<file path="config.mk">
export PLATFORM = sky130hd
export DESIGN_NAME = round_robin_arbiter
export DESIGN_NICKNAME = d
export VERILOG_FILES = /design/src/rtl/round_robin_arbiter.sv
export SDC_FILE = /design/constraint.sdc
export NUM_CORES = 1
export LEC_CHECK = 0
export CAP_MARGIN = 20
export CORE_AREA = 2 2 39 41
export DETAILED_ROUTE_END_ITERATION = 10
export DIE_AREA = 0 0 41 43
export DONT_BUFFER_PORTS = 1
export PLACE_DENSITY = 0.31
export SYNTH_ARGS = -nofsm -noshare
export SYNTH_HDL_FRONTEND = slang
export SYNTH_SLANG_ARGS = --single-unit
</file>
<file path="constraint.sdc">
create_clock -name clk -period 1.9 [get_ports clk]
set_clock_uncertainty 0.05 [all_clocks]
set_input_delay 0.57 -clock clk [delete_from_list [all_inputs] [get_ports clk]]
set_output_delay 0.57 -clock clk [all_outputs]
set_load 0.05 [all_outputs]
</file>
<file path="src/rtl/round_robin_arbiter.sv">
// N-way round-robin arbiter with a registered one-hot grant.
// The most recently granted requester drops to lowest priority on the following cycle.
module round_robin_arbiter #(
    parameter int N     = 4,
    parameter int PTR_W = $clog2(N)
) (
    input  logic         clk,
    input  logic         rstn,
    input  logic [N-1:0] req,
    output logic [N-1:0] grant
);

    logic [PTR_W-1:0] ptr;
    logic [PTR_W-1:0] winner;
    logic [PTR_W-1:0] next_ptr;
    logic             found;

    // Unrolled search from ptr upward with wrap; works for non-power-of-two N.
    always_comb begin
        int idx;
        winner = '0;
        found  = 1'b0;
        idx    = 0;
        for (int i = 0; i < N; i++) begin
            idx = int'(ptr) + i;
            if (idx >= N) begin
                idx = idx - N;
            end
            if (!found && req[idx]) begin
                found  = 1'b1;
                winner = PTR_W'(idx);
            end
        end
    end

    assign next_ptr = (int'(winner) == N - 1) ? '0 : winner + 1'b1;

    always_ff @(posedge clk) begin
        if (rstn) begin
            grant <= '0;
            ptr   <= '0;
        end else if (found) begin
            grant <= N'(1) << winner;
            ptr   <= next_ptr;
        end else begin
            grant <= '0;
        end
    end

endmodule

</file>
Word-level counts from Yosys, hierarchy flattened:

Cells that the tools add are included.

* add/subtract/negate cells: 8
* $lt $le $gt $ge: 8
* equality and inequality tests: 1
* shifts and indexed selects: 1
* muxes and demuxes: 25
* bitwise operators: 1
* reduce and logical (&&, ||, !) cells: 7

Operators with widths (count)
* < comparator 32 x 4 -> 1 bit, second input constant: 4
* two-way mux 32 bit: 4
* two-way mux 1 bit: 12
* subtractor 3 x 3 -> 4 bit, second input constant: 3
* two-way mux 2 bit: 5
* greater-or-equal comparator 3 bit, second input constant: 3
* binary-select mux 1 bit (select 2 bit): 4
* adder 2 x 2 -> 3 bit, second input constant: 2
* << shifter 1 x 2 -> 4 bit, first input constant: 1
* subtractor 2 x 3 -> 4 bit, second input constant: 1
* adder 2 x 1 -> 3 bit, second input constant: 1
* greater-or-equal comparator 2 x 3 -> 1 bit, second input constant: 1
* logical AND 1 bit: 3
* zero test 1 bit: 3
* adder 2 x 1 -> 2 bit, second input constant: 1
* == test 2 x 1 -> 1 bit, second input constant: 1
* OR reduction 2 bit: 1
* NOT 1 bit: 1

* flip-flop bits (word level): 6
* input bits: 6
* output and inout bits: 4
* word-level logic and storage cells: 53

Logic depth before layout (Yosys ltp):

* depth in word-level cells: 17
* mapped depth: 4
* depth with buffers taken out: 4

Worst setup path after synthesis:

Ideal clock, no wire load.

* path type: input-to-reg
* from: input req[0]
* to: register ptr[1]
* library setup time: 0.100 ns
* data arrival time: 1.539 ns
* required time: 1.750 ns
* path slack: 0.211 ns
* cell stages on the path: 3
* path buffers: 0
* cell sequence: or4_1 o221a_2 a2111oi_4

* cells in the longest elaborated chain, start to end: 15
* elaborated cells between the ends (all ways): 29
* those cells by class: add/sub (1); eq/ne (1); mux (21); reduce/logical (6)

Ends and longest elaborated chain
* from (decl): line 9 `input logic [N-1:0] req,`
* binary-select mux 1 bit (select 2 bit): line 29 `if (!found && req[idx]) begin`
* two-way mux 1 bit (implied by the code) (2 in series): line 29
* two-way mux 1 bit: line 29
* zero test 1 bit: line 29
* logical AND 1 bit: line 29
* two-way mux 1 bit: line 29
* zero test 1 bit: line 29
* logical AND 1 bit: line 29
* two-way mux 1 bit: line 29
* zero test 1 bit: line 29
* logical AND 1 bit: line 29
* two-way mux 2 bit: line 29
* adder 2 x 1 -> 2 bit or == test 2 x 1 -> 1 bit (tied branches): line 36 `assign next_ptr = (int'(winner) == N - 1) ? '0 : winner + 1'b1;`
* two-way mux 2 bit: line 36
* to (signal assigned): line 44 `ptr <= next_ptr;`
* to (decl): line 13 `logic [PTR_W-1:0] ptr;`

Several ways; a longest one is shown, not always the timed one. The select of a mux whose other input is x is not followed.
A chain may end at the register's enable or synchronous reset.

Worst setup path after layout:

* from: register ptr[0]
* to: register ptr[1]

* cells in the longest elaborated chain, start to end: 17
* elaborated cells between the ends (all ways): 44
* those cells by class: add/sub (8); order compare (4); eq/ne (1); mux (25); reduce/logical (6)

Ends and longest elaborated chain
* parallel branches: the longest is 17 deep, another holds subtractor 3 x 3 -> 4 bit

Parallel ways; which one is timed is not known. The select of a mux whose other input is x is not followed.

==> results.md <==
- Mapped Cells: 31
- CP Capture Type: flip-flop
- Worst Max-Slew Pin Slew: 0.483 ns
- Fill cells: 155
- Synthesis-stage register bit count: 6
- Mapped cell area: ~300 sq um
- Worst R2R End: ptr[1]$_SDFFE_PP0P_
- Hold_buf cts: 0
- Final setup fails: 0
- Area leader, netlist: dfxtp_1
- HP Start: rstn
- Clock root cell: clkbuf_4
- Num CTS Buffers: 3
- Antenna violations before repair: 0
- Yosys warning total: 0
- Number of enable flip-flop cells after synthesis: 0
- Final Max Slew Viols: 0
- F_max: 0.661 GHz
- Share of post-route cells with drive strength above 1: 14.7%
- Number of distinct library cells after synthesis: 19
- Via count: 238
- Worst R2R Setup Slack: around 0.39 ns
- Syn_area_per_cell: 9.53 sq um
- Number of remaining DRC errors: 0
- Reported net switching power: ~120 uW
- Nets: 42
- Core footprint: 0.00138 sq mm
- Setup TNS: 0 ns
- Net Sw Frac: between 30% and 40%
- Post CTS Setup Buffer Count: 0
- First-pass GRT wire length: 910 microns
- Die span in x: 41 microns
- Post-synth top cells: 6 x dfxtp_1, 4 x nor2_1, 3 x a21oi_1
- Die Height: 43 microns
- Clock network power share: 31.4%
- Die Area: 0.00176 sq mm
- Pwr dens: 1090 mW/mm^2
- Via/cell ratio: between 4 and 5
- DR WL/cell: 12.1 microns
- Port buffer count: 0
- Minimum clock period after layout: 1.51 ns
- Critical path launch point type: flip-flop
- Final Cycle Share: about four fifths
- Crit path required time: roughly 2.0 ns
- Design Area, Final: 338 sq um
- Max-slew headroom: 67.7%
- Worst R2R Start: ptr[0]$_SDFFE_PP0P_
- Synth Net Count: 37
- Synth area leaders: dfxtp_1 41%, a2111oi_4 9.3%, a21oi_1 5.1%, nor2_1 5.1%, nand2b_1 4.2%
- # rows: 14
- FFs w/ async S/R, synth: 0%
- GRT Util Overall: around 8.5%
- Crit Path Category: flip-flop to flip-flop
- Most frequent cell after synthesis: dfxtp_1
- Utilization after layout: 24.4%
- Final GP Congestion: slightly below 0.7
- GRT overflow: 0
- Synth Flop Type: dfxtp_1
- Final wirelength: approximately 600 microns
- Final WS setup: approximately 0.39 ns
- Hold WC Path Type: input pin to flip-flop
- Pint: approximately 250 uW
- Area share of the largest cell type after synthesis: about two fifths
- Share of power burned in registers: 50.0%
- Comb pwr share: 18.6%
- Min-Delay Path Depth: 1
- Area Overhead vs Synth: 14.4%
- I/O pins: 10
- Pin count of the biggest net entering global routing: 7
- Starting Density: 21.3%
- Static Leak: 0.000121 uW
- Post-route ant nets: 0
- Worst-Skew Late Latency: 0.24 ns
- Hold endpoint: ptr[1]$_SDFFE_PP0P_
- Inserted Diodes: 0
- Iteration-0 DRC Markers: 3
- Dpl cell area: around 320 sq um
- Sequential area share after synthesis: 40.7%
- Status: finished clean
- HPWL after DPL: ~480 microns
- Max-Cap Viols: 0
- CP arrival: roughly 1.6 ns
- Vias in the first global route: 230
- Register Area: between 100 and 150 sq um
- Final hold vios: 0
- Worst-path clk slew: 0.04 ns
- R2R cell count: 4
- Post-CTS resize count: 0
- CP Max Fanout: 5
- Clock Sink Count: 6
- Clock Tree Buf Depth: 2
- Post-Place Setup Slack: about 0.16 ns
- H-tree Lvls: 1
- RSZ-0062 raised after global routing: no
- First drt pass iteration count: 2
- TritonCTS clock tree: built
- Area occupied by multi-input gates: 171 sq um
- Max IR drop VDD: 0.207 mV
==> worst max-delay path: stages, from the launching register on <==
cell	delay, ns
dfxtp_1	0.38
and2b_1	0.19
a311oi_1	0.32
nor2_1	0.18
a2111oi_4	0.29
==> sequential cells by signal, summed over array words and instances (netlist names) <==
signal	flops
grant	4
ptr	2
==> stage by stage <==
step | instances | total power [uW] | hold WS (ns)
after floorplan | 31 | 245 | 0.556
after CTS | 50 | 377 | 0.327
after global placement | 47 | 256 | 0.586
after detailed placement | 47 | 257 | 0.586
after global routing | 50 | 394 | 0.320
final | 50 | 369 | 0.338
==> layer usage <==
layer	vias to the layer above	wire length [microns]	track usage (%)	part of all wire (%)
li1	123	-	-	-
met1	106	285	9.87	47
met2	9	284	10.0	47
met3	0	34	2.09	5.6
met4	0	0	12.0	0
met5	-	0	0	0
==> power by group through the flow <==
stage	Clock (uW)	Sequential [uW]	Combinational, uW
final	116	185	68.6
after global routing	130	186	77.5
after CTS	122	185	70.0
after detailed placement	0	187	70.4
after global placement	0	187	69.2
after floorplan	0	183	61.1
==> kinds of logic (layout without fill, tap and decap cells) <==
logic type | count (synthesis) | after routing | synth area share [%]
AOI/OAI and AO/OA | 7 | 7 | 23.3
buffers and inverters | 1 | 4 | 1.27
DFF | 6 | 6 | 40.7
muxes | 1 | 1 | 3.39
and+or+nand+nor | 16 | 16 | 31.4
==> cells in the final DEF, fill, tap and decap left out, drive strengths merged, types with 2 or more instances in the layout <==
master / n
nand2b: 2
a21oi: 3
clkbuf: 3
dfxtp: 6
nor4: 2
nor2: 4
==> final cells by class <==
class                   instances  area share (%)
inverters                       1            1.11
well taps                      16            5.93
multi-input cells              24            50.7
clock buffers                   3            6.67
flip-flops and latches          6            35.6
==> worst max path at each step <==
stage | from | end | slack, ns | cells after the start
floorplan | req[0] | ptr[1]$_SDFFE_PP0P_ | 0.21 | 3
global placement | req[0] | ptr[1]$_SDFFE_PP0P_ | 0.17 | 3
detailed placement | req[0] | ptr[1]$_SDFFE_PP0P_ | 0.16 | 3
CTS | ptr[0]$_SDFFE_PP0P_ | ptr[1]$_SDFFE_PP0P_ | 0.38 | 4
global route | ptr[0]$_SDFFE_PP0P_ | grant[0]$_SDFF_PP0_ | 0.27 | 4
finish | ptr[0]$_SDFFE_PP0P_ | ptr[1]$_SDFFE_PP0P_ | 0.39 | 4
No activity file was read; power rests on OpenSTA's default activity.
